===== src/rtl/circle_scheduler.sv =====
// Generic synchronous FIFO with a registered occupancy count; storage is not reset.
// Latency: a written entry is visible on rd_dat the cycle after the write.
// Backpressure: wr_rdy low when full; writes offered while full are ignored.
module fifo #(
  parameter int WIDTH = 8,
  parameter int DEPTH = 4
) (
  input  logic                       clk,
  input  logic                       rst_n,
  input  logic                       wr_vld,
  output logic                       wr_rdy,
  input  logic [WIDTH-1:0]           wr_dat,
  input  logic                       rd_en,
  output logic [WIDTH-1:0]           rd_dat,
  output logic [$clog2(DEPTH+1)-1:0] count
);
  localparam int AW = $clog2(DEPTH);
  localparam int CW = $clog2(DEPTH+1);

  logic [WIDTH-1:0] mem [DEPTH];
  logic [AW-1:0]    wr_ptr;
  logic [AW-1:0]    rd_ptr;
  logic             push;
  logic             pop;

  assign wr_rdy = (count < CW'(DEPTH));
  assign push   = wr_vld && wr_rdy;
  assign pop    = rd_en && (count != '0);
  assign rd_dat = mem[rd_ptr];

  // Pointers wrap naturally, so DEPTH must be a power of two.
  always_ff @(posedge clk) begin
    if (!rst_n) begin
      wr_ptr <= '0;
      rd_ptr <= '0;
      count  <= '0;
    end else begin
      if (push) wr_ptr <= wr_ptr + AW'(1);
      if (pop)  rd_ptr <= rd_ptr + AW'(1);
      case ({push, pop})
        2'b10:   count <= count + CW'(1);
        2'b01:   count <= count - CW'(1);
        default: ;
      endcase
    end
  end

  always_ff @(posedge clk) begin
    if (push) mem[wr_ptr] <= wr_dat;
  end
endmodule

// Queues circle commands, arbitrates between full-screen clear and the circle engine.
// Latency: command accepted into an idle, empty block -> eng_start two cycles later.
// Backpressure: cmd_ready low while 4 commands queued; circles run until eng_done.
module circle_scheduler (
  input  logic       clk,
  input  logic       rst_n,
  input  logic       cmd_valid,
  output logic       cmd_ready,
  input  logic [7:0] cmd_x,
  input  logic [6:0] cmd_y,
  input  logic [7:0] cmd_r,
  input  logic [2:0] cmd_colour,
  input  logic       clear_req,
  output logic       eng_start,
  input  logic       eng_done,
  output logic [7:0] eng_centre_x,
  output logic [6:0] eng_centre_y,
  output logic [7:0] eng_radius,
  output logic [2:0] eng_colour,
  input  logic [7:0] eng_vga_x,
  input  logic [6:0] eng_vga_y,
  input  logic [2:0] eng_vga_colour,
  input  logic       eng_vga_plot,
  output logic [7:0] vga_x,
  output logic [6:0] vga_y,
  output logic [2:0] vga_colour,
  output logic       vga_plot,
  output logic       busy,
  output logic [7:0] circles_done
);
  typedef struct packed {
    logic [7:0] x;
    logic [6:0] y;
    logic [7:0] r;
    logic [2:0] colour;
  } cmd_t;

  typedef enum logic [2:0] {IDLE, CLEAR, LOAD, RUN, RELEASE} state_t;

  state_t     state;
  state_t     state_nxt;
  cmd_t       cmd_dat;
  cmd_t       head_dat;
  logic [2:0] fifo_cnt;
  logic       pop;
  logic       clear_pend;
  logic [7:0] sweep_x;
  logic [6:0] sweep_y;
  logic       sweep_last;
  logic [7:0] hold_x;
  logic [6:0] hold_y;
  logic [2:0] hold_colour;

  assign cmd_dat    = {cmd_x, cmd_y, cmd_r, cmd_colour};
  assign sweep_last = (sweep_x == 8'd159) && (sweep_y == 7'd119);
  assign busy       = (state != IDLE);

  fifo #(.WIDTH($bits(cmd_t)), .DEPTH(4)) u_cmd_fifo (
    .clk    (clk),
    .rst_n  (rst_n),
    .wr_vld (cmd_valid),
    .wr_rdy (cmd_ready),
    .wr_dat (cmd_dat),
    .rd_en  (pop),
    .rd_dat (head_dat),
    .count  (fifo_cnt)
  );

  always_ff @(posedge clk) begin
    if (!rst_n) state <= IDLE;
    else        state <= state_nxt;
  end

  always_comb begin
    state_nxt = state;
    pop       = 1'b0;
    eng_start = 1'b0;
    case (state)
      IDLE: begin
        if (clear_pend)           state_nxt = CLEAR;
        else if (fifo_cnt != '0)  state_nxt = LOAD;
      end
      CLEAR: begin
        if (sweep_last) state_nxt = IDLE;
      end
      LOAD: begin
        pop       = 1'b1;
        state_nxt = RUN;
      end
      RUN: begin
        eng_start = 1'b1;
        if (eng_done) state_nxt = RELEASE;
      end
      RELEASE: begin
        if (!eng_done) state_nxt = IDLE;
      end
      default: state_nxt = IDLE;
    endcase
  end

  // Idle/load show the last pixel driven, with plot suppressed.
  always_comb begin
    vga_x      = hold_x;
    vga_y      = hold_y;
    vga_colour = hold_colour;
    vga_plot   = 1'b0;
    case (state)
      CLEAR: begin
        vga_x      = sweep_x;
        vga_y      = sweep_y;
        vga_colour = 3'd0;
        vga_plot   = 1'b1;
      end
      RUN, RELEASE: begin
        vga_x      = eng_vga_x;
        vga_y      = eng_vga_y;
        vga_colour = eng_vga_colour;
        vga_plot   = eng_vga_plot;
      end
      default: ;
    endcase
  end

  always_ff @(posedge clk) begin
    if (!rst_n) begin
      clear_pend   <= 1'b0;
      sweep_x      <= '0;
      sweep_y      <= '0;
      eng_centre_x <= '0;
      eng_centre_y <= '0;
      eng_radius   <= '0;
      eng_colour   <= '0;
      circles_done <= '0;
      hold_x       <= '0;
      hold_y       <= '0;
      hold_colour  <= '0;
    end else begin
      // A request arriving mid-clear is already covered by the sweep in flight.
      if (clear_req && !clear_pend && (state != CLEAR))
        clear_pend <= 1'b1;
      else if ((state == CLEAR) && sweep_last)
        clear_pend <= 1'b0;

      if (state == CLEAR) begin
        if (sweep_x == 8'd159) begin
          sweep_x <= '0;
          sweep_y <= sweep_last ? 7'd0 : sweep_y + 7'd1;
        end else begin
          sweep_x <= sweep_x + 8'd1;
        end
      end

      if (pop) begin
        eng_centre_x <= head_dat.x;
        eng_centre_y <= head_dat.y;
        eng_radius   <= head_dat.r;
        eng_colour   <= head_dat.colour;
      end

      if ((state == RUN) && eng_done)
        circles_done <= circles_done + 8'd1;

      if ((state == CLEAR) || (state == RUN) || (state == RELEASE)) begin
        hold_x      <= vga_x;
        hold_y      <= vga_y;
        hold_colour <= vga_colour;
      end
    end
  end
endmodule


===== config.mk =====
export PLATFORM = sky130hd
export DESIGN_NAME = circle_scheduler
export DESIGN_NICKNAME = d
export VERILOG_FILES = /design/src/rtl/circle_scheduler.sv
export SDC_FILE = /design/constraint.sdc
export NUM_CORES = 1
export LEC_CHECK = 0
export CAP_MARGIN = 20
export CORE_ASPECT_RATIO = 0.75
export CORE_MARGIN = 5
export CORE_UTILIZATION = 55
export CTS_BUF_LIST = sky130_fd_sc_hd__clkbuf_8 sky130_fd_sc_hd__clkbuf_16
export CTS_CLUSTER_SIZE = 14
export DETAILED_ROUTE_END_ITERATION = 8
export HOLD_SLACK_MARGIN = 0.06
export PLACE_DENSITY = 0.79
export SYNTH_ARGS = -nofsm -noshare
export SYNTH_HDL_FRONTEND = slang
export SYNTH_SLANG_ARGS = --single-unit

===== constraint.sdc =====
create_clock -name clk -period 4.5 [get_ports clk]
set_input_delay 0.675 -clock clk [delete_from_list [all_inputs] [get_ports clk]]
set_output_delay 0.675 -clock clk [all_outputs]
set_load 0.02 [all_outputs]

# Yosys cells after proc, flatten, opt, wreduce, memory -nomap -nowiden
# Memory sizes are Yosys's and may differ from the RTL's. A register that Yosys moved wholly into a read port is not among the register bits.
# Cells that the tools add are included.
# Widths: inputs -> output; s select.
word_totals:
  ramBits: 104
  ff_bits: 52
  input_bits: 50
  latch_bits: 0
  rom_bits: 0
  memories: 1
mem_list:
  columns: ["name", "words", "word_bits", "read_ports", "rd_ports_with_merged_regs", "wr", "line", "text"]
  rows:
  - ["u_cmd_fifo.mem", 4, 26, 1, 1, 1, "20", "logic [WIDTH-1:0] mem [DEPTH];"]
classes:
  n_lt_le_gt_ge: 1
  n_div: 0
  reduce_logical: 19
  bitwise: 0
  muxes: 19
  n_shift: 0
  addsub: 7
  n_eq_ne: 13
  n_mul: 0
ops:
  columns: ["cell", "n"]
  rows:
  - ["$add 8x1->8 const B", 2]
  - ["$pmux 8 s2", 1]
  - ["$mux 3", 5]
  - ["$pmux 3 s5", 1]
  - ["$pmux 7 s2", 1]
  - ["$pmux 3 s2", 2]
  - ["$eq 8x8->1 const B", 1]
  - ["$mux 8", 1]
  - ["$add 7x1->7 const B", 1]
  - ["$eq 7x7->1 const B", 1]
  - ["$logic_and 1x1->1", 7]
  - ["$mux 7", 1]
  - ["$eq 3x2->1 const B", 2]
  - ["$mux 1", 6]
  - ["$ne 2x2->1 const B", 3]
  - ["$reduce_bool 3->1", 2]
  - ["$add 2x1->2 const B", 2]
  - ["$reduce_and 4->1", 1]
  - ["$reduce_bool 2->1", 2]
  - ["$add 3x1->3 const B", 1]
  - ["$eq 3x1->1 const B", 1]
  - ["$eq 3x3->1 const B", 1]
  - ["$logic_not 3->1", 1]
  - ["$lt 3x3->1 const B", 1]
  - ["10 further kinds", 12]

# Longest topological paths before layout
depth:
  depth_word: 5
  mapped_depth: 10
  mapped_depth_nobuf: 8

# Cells and area by module
# Synthesis repeated with hierarchy kept, for this count alone.
unflattened:
  hier_cells: 597
  hier_area_um2: 7703.6
by_module_without_submodules:
  columns: ["module", "seq_area_each_um2", "cells_per_inst", "instances", "area_each_um2"]
  rows:
  - ["fifo", 3303.2, 184, 1, 4265.3]
  - ["circle_scheduler", 1421.4, 413, 1, 3438.3]

# Least setup slack after synthesis
# No wires, ideal clock.
synth_timing:
  kind: "register to register"
  startpoint: "register state[2]"
  endpoint: "register u_cmd_fifo.count[2]"
  stages_incl_launch_ff: 11
  setup_time_ns: 0.076
  synth_period_minus_slack_ns: 2.514
  t_arrival_ns: 2.438
  slack_ns: 1.986
  path_buffers: 2
  required_time_ns: 4.424
  path_cell_list: "dfxtp_1 -> clkbuf_1 -> or3b_2 -> clkbuf_1 -> nor2_1 -> ha_1 -> inv_1 -> fa_1 -> xor2_1 -> or3_1 -> a21boi_0"
synth_between:
  elab_chain_len: 5
synth_rtl:
  columns: ["element", "line", "text"]
  rows:
  - ["start: declaration", "92", "state_t state;"]
  - ["start signal: assignment", "123", "else state <= state_nxt;"]
  - ["$eq 3x2->1 (*)", "130", "case (state)"]
  - ["$mux 1 (*)", "130", null]
  - ["$logic_and 1x1->1 (*)", "28", "assign pop = rd_en && (count != '0);"]
  - ["named net u_cmd_fifo.pop", "24", "logic pop;"]
  - ["$eq 2x1->1 or $eq 2x2->1 (tied branches)", "40", "case ({push, pop})"]
  - ["$pmux 3 s2 or $reduce_bool 2->1 (tied branches)", null, null]
  - ["end signal: assignment", "41", "2'b10: count <= count + CW'(1);"]
  - ["end signal: assignment", "42", "2'b01: count <= count - CW'(1);"]
  - ["end: declaration", "15", "output logic [$clog2(DEPTH+1)-1:0] count"]
# Mark *: on every way through the listed nets, which the timed path passes. The rest lies on a longest branch.
# A chain may end at the register's enable or synchronous reset.

# Worst setup path after layout
layout_timing:
  startpoint: "register state[0]"
  endpoint: "output port vga_colour[1]"
layout_between:
  elab_chain_len: 3
layout_rtl:
  columns: ["element", "line", "text"]
  rows:
  - ["$eq 3x2->1 or $eq 3x3->1 (tied branches)", "159", "case (state)"]
  - ["$reduce_or 2->1", "159", null]
  - ["$pmux 3 s2 (*)", "159", null]
  - ["end: declaration", "78", "output logic [2:0] vga_colour,"]
# Every way passes the cells marked *; elsewhere a longest branch is shown, timed or not.

==> results_dict.tcl <==
set metrics [dict create \
    status "completed" \
    cap_violations 0 \
    hold_buffers 0 \
    drv_slew 0 \
    grt_pass1_vias 5543 \
    netlist.area_leader.share 0.400 \
    p_per_area_nw_per_um2 501 \
    clk_latency_ns 0.42 \
    netlist_instances 613 \
    synth_area_per_cell_um2 12.7 \
    rsz0062_at_grt "no" \
    r2r-start "state[1]" \
    ys_seq_elements 182 \
    synth_edf_count 104 \
    holdWs_ns 0.462 \
    vias 5386 \
    power.total_mw 4.79 \
    path_clk_slew_ns 0.07 \
    grt.overflow.total 0 \
    final_cell_area_um2 9570 \
    grt_max_degree 59 \
    hold_viol 0 \
    critPathKind "reg2out" \
    grt_pass1_wl_mm 28.1 \
    crit_chain "buf_4, clkinv_1, a221oi_1, a31oi_1, clkdlybuf4s50_1" \
    tns_ns 0 \
    endpoint_kind "output port" \
    skew_ns 0.00434 \
    stdcell_count 889 \
    dieArea_um2 16700 \
    post_cts_buffers 0 \
    drtIter0Drc 562 \
    r2r_slack_ns 1.35 \
    hold_class "reg2reg" \
    path_buf_inv 3 \
    drive_gt1_frac 0.123 \
    synthArstFlopShare 0 \
    netlist.top_cell.by_area "edfxtp_1" \
    min_path_cells 2 \
    vias_per_cell 6.06 \
    cts_root_buf "clkbuf_16" \
    hold_start "eng_centre_y[4]" \
    cts_tree "yes" \
    slew_headroom 0.264 \
    dr.pass1.iters 5 \
    leakagePower_nw 3.33 \
    fin_util 0.693 \
    hold_path_end "eng_centre_y[4]" \
    n_fill_cell 924 \
    grt.total_usage 0.213 \
    drcViolationCount 0 \
    vdd_ir_drop_max_uv 350 \
    coreArea_um2 13800 \
    num-nets-final 760 \
    setup_viol 0 \
    initial_utilization 0.566 \
    period_minus_slack_ns 3.77 \
    cp_slowest_cell "clkinv_1" \
    rr_endpoint "u_cmd_fifo.count[2]" \
    arrival_ns 3.09 \
    worst_pin_slew_ns 1.10 \
    io_buffers 105 \
    synth_fp_nets 672 \
    area_growth_pct 22.6 \
    dp_slack_ns 1.21 \
    num_antenna_cells 0 \
    ant_nets 0 \
    dp_hpwl_mm 11.1 \
    clockBufferDepth 2 \
    synth_area_leaders "edfxtp_1 40%, dfxtp_1 20%, mux4_2 7.5%, nand2_1 4.0%, o221ai_1 3.5%" \
    period_share 0.838 \
    routed_wl_mm 17.1 \
    cts_inserted_buffers 17 \
    fmax_ghz 0.265 \
    netlist_area_um2 7800 \
    die_w_um 148 \
    finalWorstSetupSlack_ns 0.730 \
    place_area_um2 8960 \
    yosysWarnings 0 \
    ctsResizeCount 0 \
    ff2ff_path_depth 8 \
    num_rows 37 \
    htreeDepth 4 \
    pin_count 106 \
    gp_congestion 0.839 \
    crit_fanout 58 \
    slowest_delay_ns 0.72 \
    antenna_found_initial 0 \
    cp-start-kind "flop" \
    seq_area_frac_synth 0.600 \
    wl_per_cell_um 19.3 \
    clock_sinks 182 \
    critical_path_required_ns 3.83 \
    ys_types 47 \
    worst_path_dominant_cell_family "buffers and inverters" \
    die_h_um 113 \
    placed_cells 856 \
    ys.flop_type "edfxtp_1" \
]
[state kept, by name, summed over array words and instances (netlist names)]
signal             count
u_cmd_fifo.count       3
hold_x                 8
circles_done           8
eng_centre_y           7
u_cmd_fifo.mem       104
state                  3
u_cmd_fifo.wr_ptr      2
clear_pend             1
hold_y                 7
u_cmd_fifo.rd_ptr      2
sweep_y                7
eng_radius             8
eng_centre_x           8
sweep_x                8
eng_colour             3
hold_colour            3
[area by class of cell]
class                           count  area [um^2]  area share
Sequential cell                   182         4690       0.490
Multi-Input combinational cell    375         2900       0.303
Timing Repair Buffer              115         1130       0.119
Clock buffer                       18          439      0.0459
Tap cell                          175          219      0.0229
Clock inverter                     14          149      0.0156
Inverter                           10         37.5     0.00392
[kinds of logic (layout without fill, tap and decap cells)]
logic type | Yosys count | after routing | synth area share
flip-flops | 182 | 182 | 0.600
AND/OR/NAND/NOR | 180 | 180 | 0.120
multiplexers | 28 | 28 | 0.0776
XOR/XNOR | 17 | 17 | 0.0191
buffers and inverters | 56 | 157 | 0.0277
AO/OA/AOI/OAI | 141 | 141 | 0.139
adder cells (fa/ha/maj) | 9 | 9 | 0.0154
[power breakdown]
| group | internal, mW | switching, mW |
|---|---|---|
| clock | 0.839 | 0.635 |
| sequential | 1.93 | 0.109 |
| combinational | 0.560 | 0.719 |
[layer usage]
layer	global-route usage	wire [um]	up-vias	share of wire
met4	0.0577	148	0	0.0086
li1	-	-	2512	-
met2	0.362	8520	163	0.50
met5	0	0	-	0
met1	0.280	7530	2699	0.44
met3	0.0460	938	12	0.055
[worst min-delay path: stages, from the launching register on]
cell      delay (ns)
dfxtp_1         0.31
nand2_1         0.05
a21boi_0        0.06
[placed cells by master, fill, tap and decap left out, types with 3 or more instances in the layout]
cell type,n
nand4_1,3
a31oi_1,3
o211a_1,19
clkbuf_16,17
and2_1,20
nor4_1,6
or3_1,5
nor2_1,9
or3b_2,16
clkinvlp_4,3
clkinv_2,4
o31ai_1,3
a21boi_0,35
mux4_2,26
ha_1,8
nor2b_1,6
nand3_1,7
a21oi_1,4
nand2b_1,3
xor2_1,7
o21ai_0,22
inv_1,8
a221oi_1,3
buf_4,9
dfxtp_1,77
o221ai_1,31
edfxtp_1,104
clkdlybuf4s50_1,104
a22oi_1,15
xnor2_1,10
inv_6,4
nand2_1,84
nor3_1,7
[worst max path at each step]
stage | from | endpoint | slack (ns) | depth (start not counted)
CTS | state[0] | vga_colour[1] | 0.76 | 5
floorplan | state[2] | u_cmd_fifo.count[2] | 1.99 | 10
global placement | state[0] | vga_colour[1] | 1.35 | 5
global route | state[0] | vga_colour[2] | 0.52 | 5
finish | state[0] | vga_colour[1] | 0.73 | 5
detailed placement | state[0] | vga_colour[1] | 1.21 | 5
[cells in the mapped netlist (2+ instances only)]
| library cell | number |
|---|---|
| a21boi_0 | 35 |
| a21oi_1 | 4 |
| a221oi_1 | 3 |
| a22oi_1 | 15 |
| a31oi_1 | 3 |
| and2_1 | 20 |
| buf_2 | 4 |
| clkbuf_1 | 41 |
| clkinv_1 | 2 |
| dfxtp_1 | 78 |
| edfxtp_1 | 104 |
| ha_1 | 8 |
| inv_1 | 8 |
| mux2i_1 | 2 |
| mux4_2 | 26 |
| nand2_1 | 84 |
| nand2b_1 | 3 |
| nand3_1 | 7 |
| nand3b_1 | 2 |
| nand4_1 | 3 |
| nand4b_1 | 2 |
| nor2_1 | 9 |
| nor2b_1 | 6 |
| nor3_1 | 7 |
| nor3b_1 | 2 |
| nor4_1 | 6 |
| o211a_1 | 19 |
| o21ai_0 | 22 |
| o221ai_1 | 31 |
| o31ai_1 | 3 |
| o32ai_1 | 2 |
| or2_2 | 2 |
| or3_1 | 5 |
| or3b_2 | 16 |
| or4_1 | 2 |
| xnor2_1 | 10 |
| xor2_1 | 7 |
No activity file was read; power rests on OpenSTA's default activity.
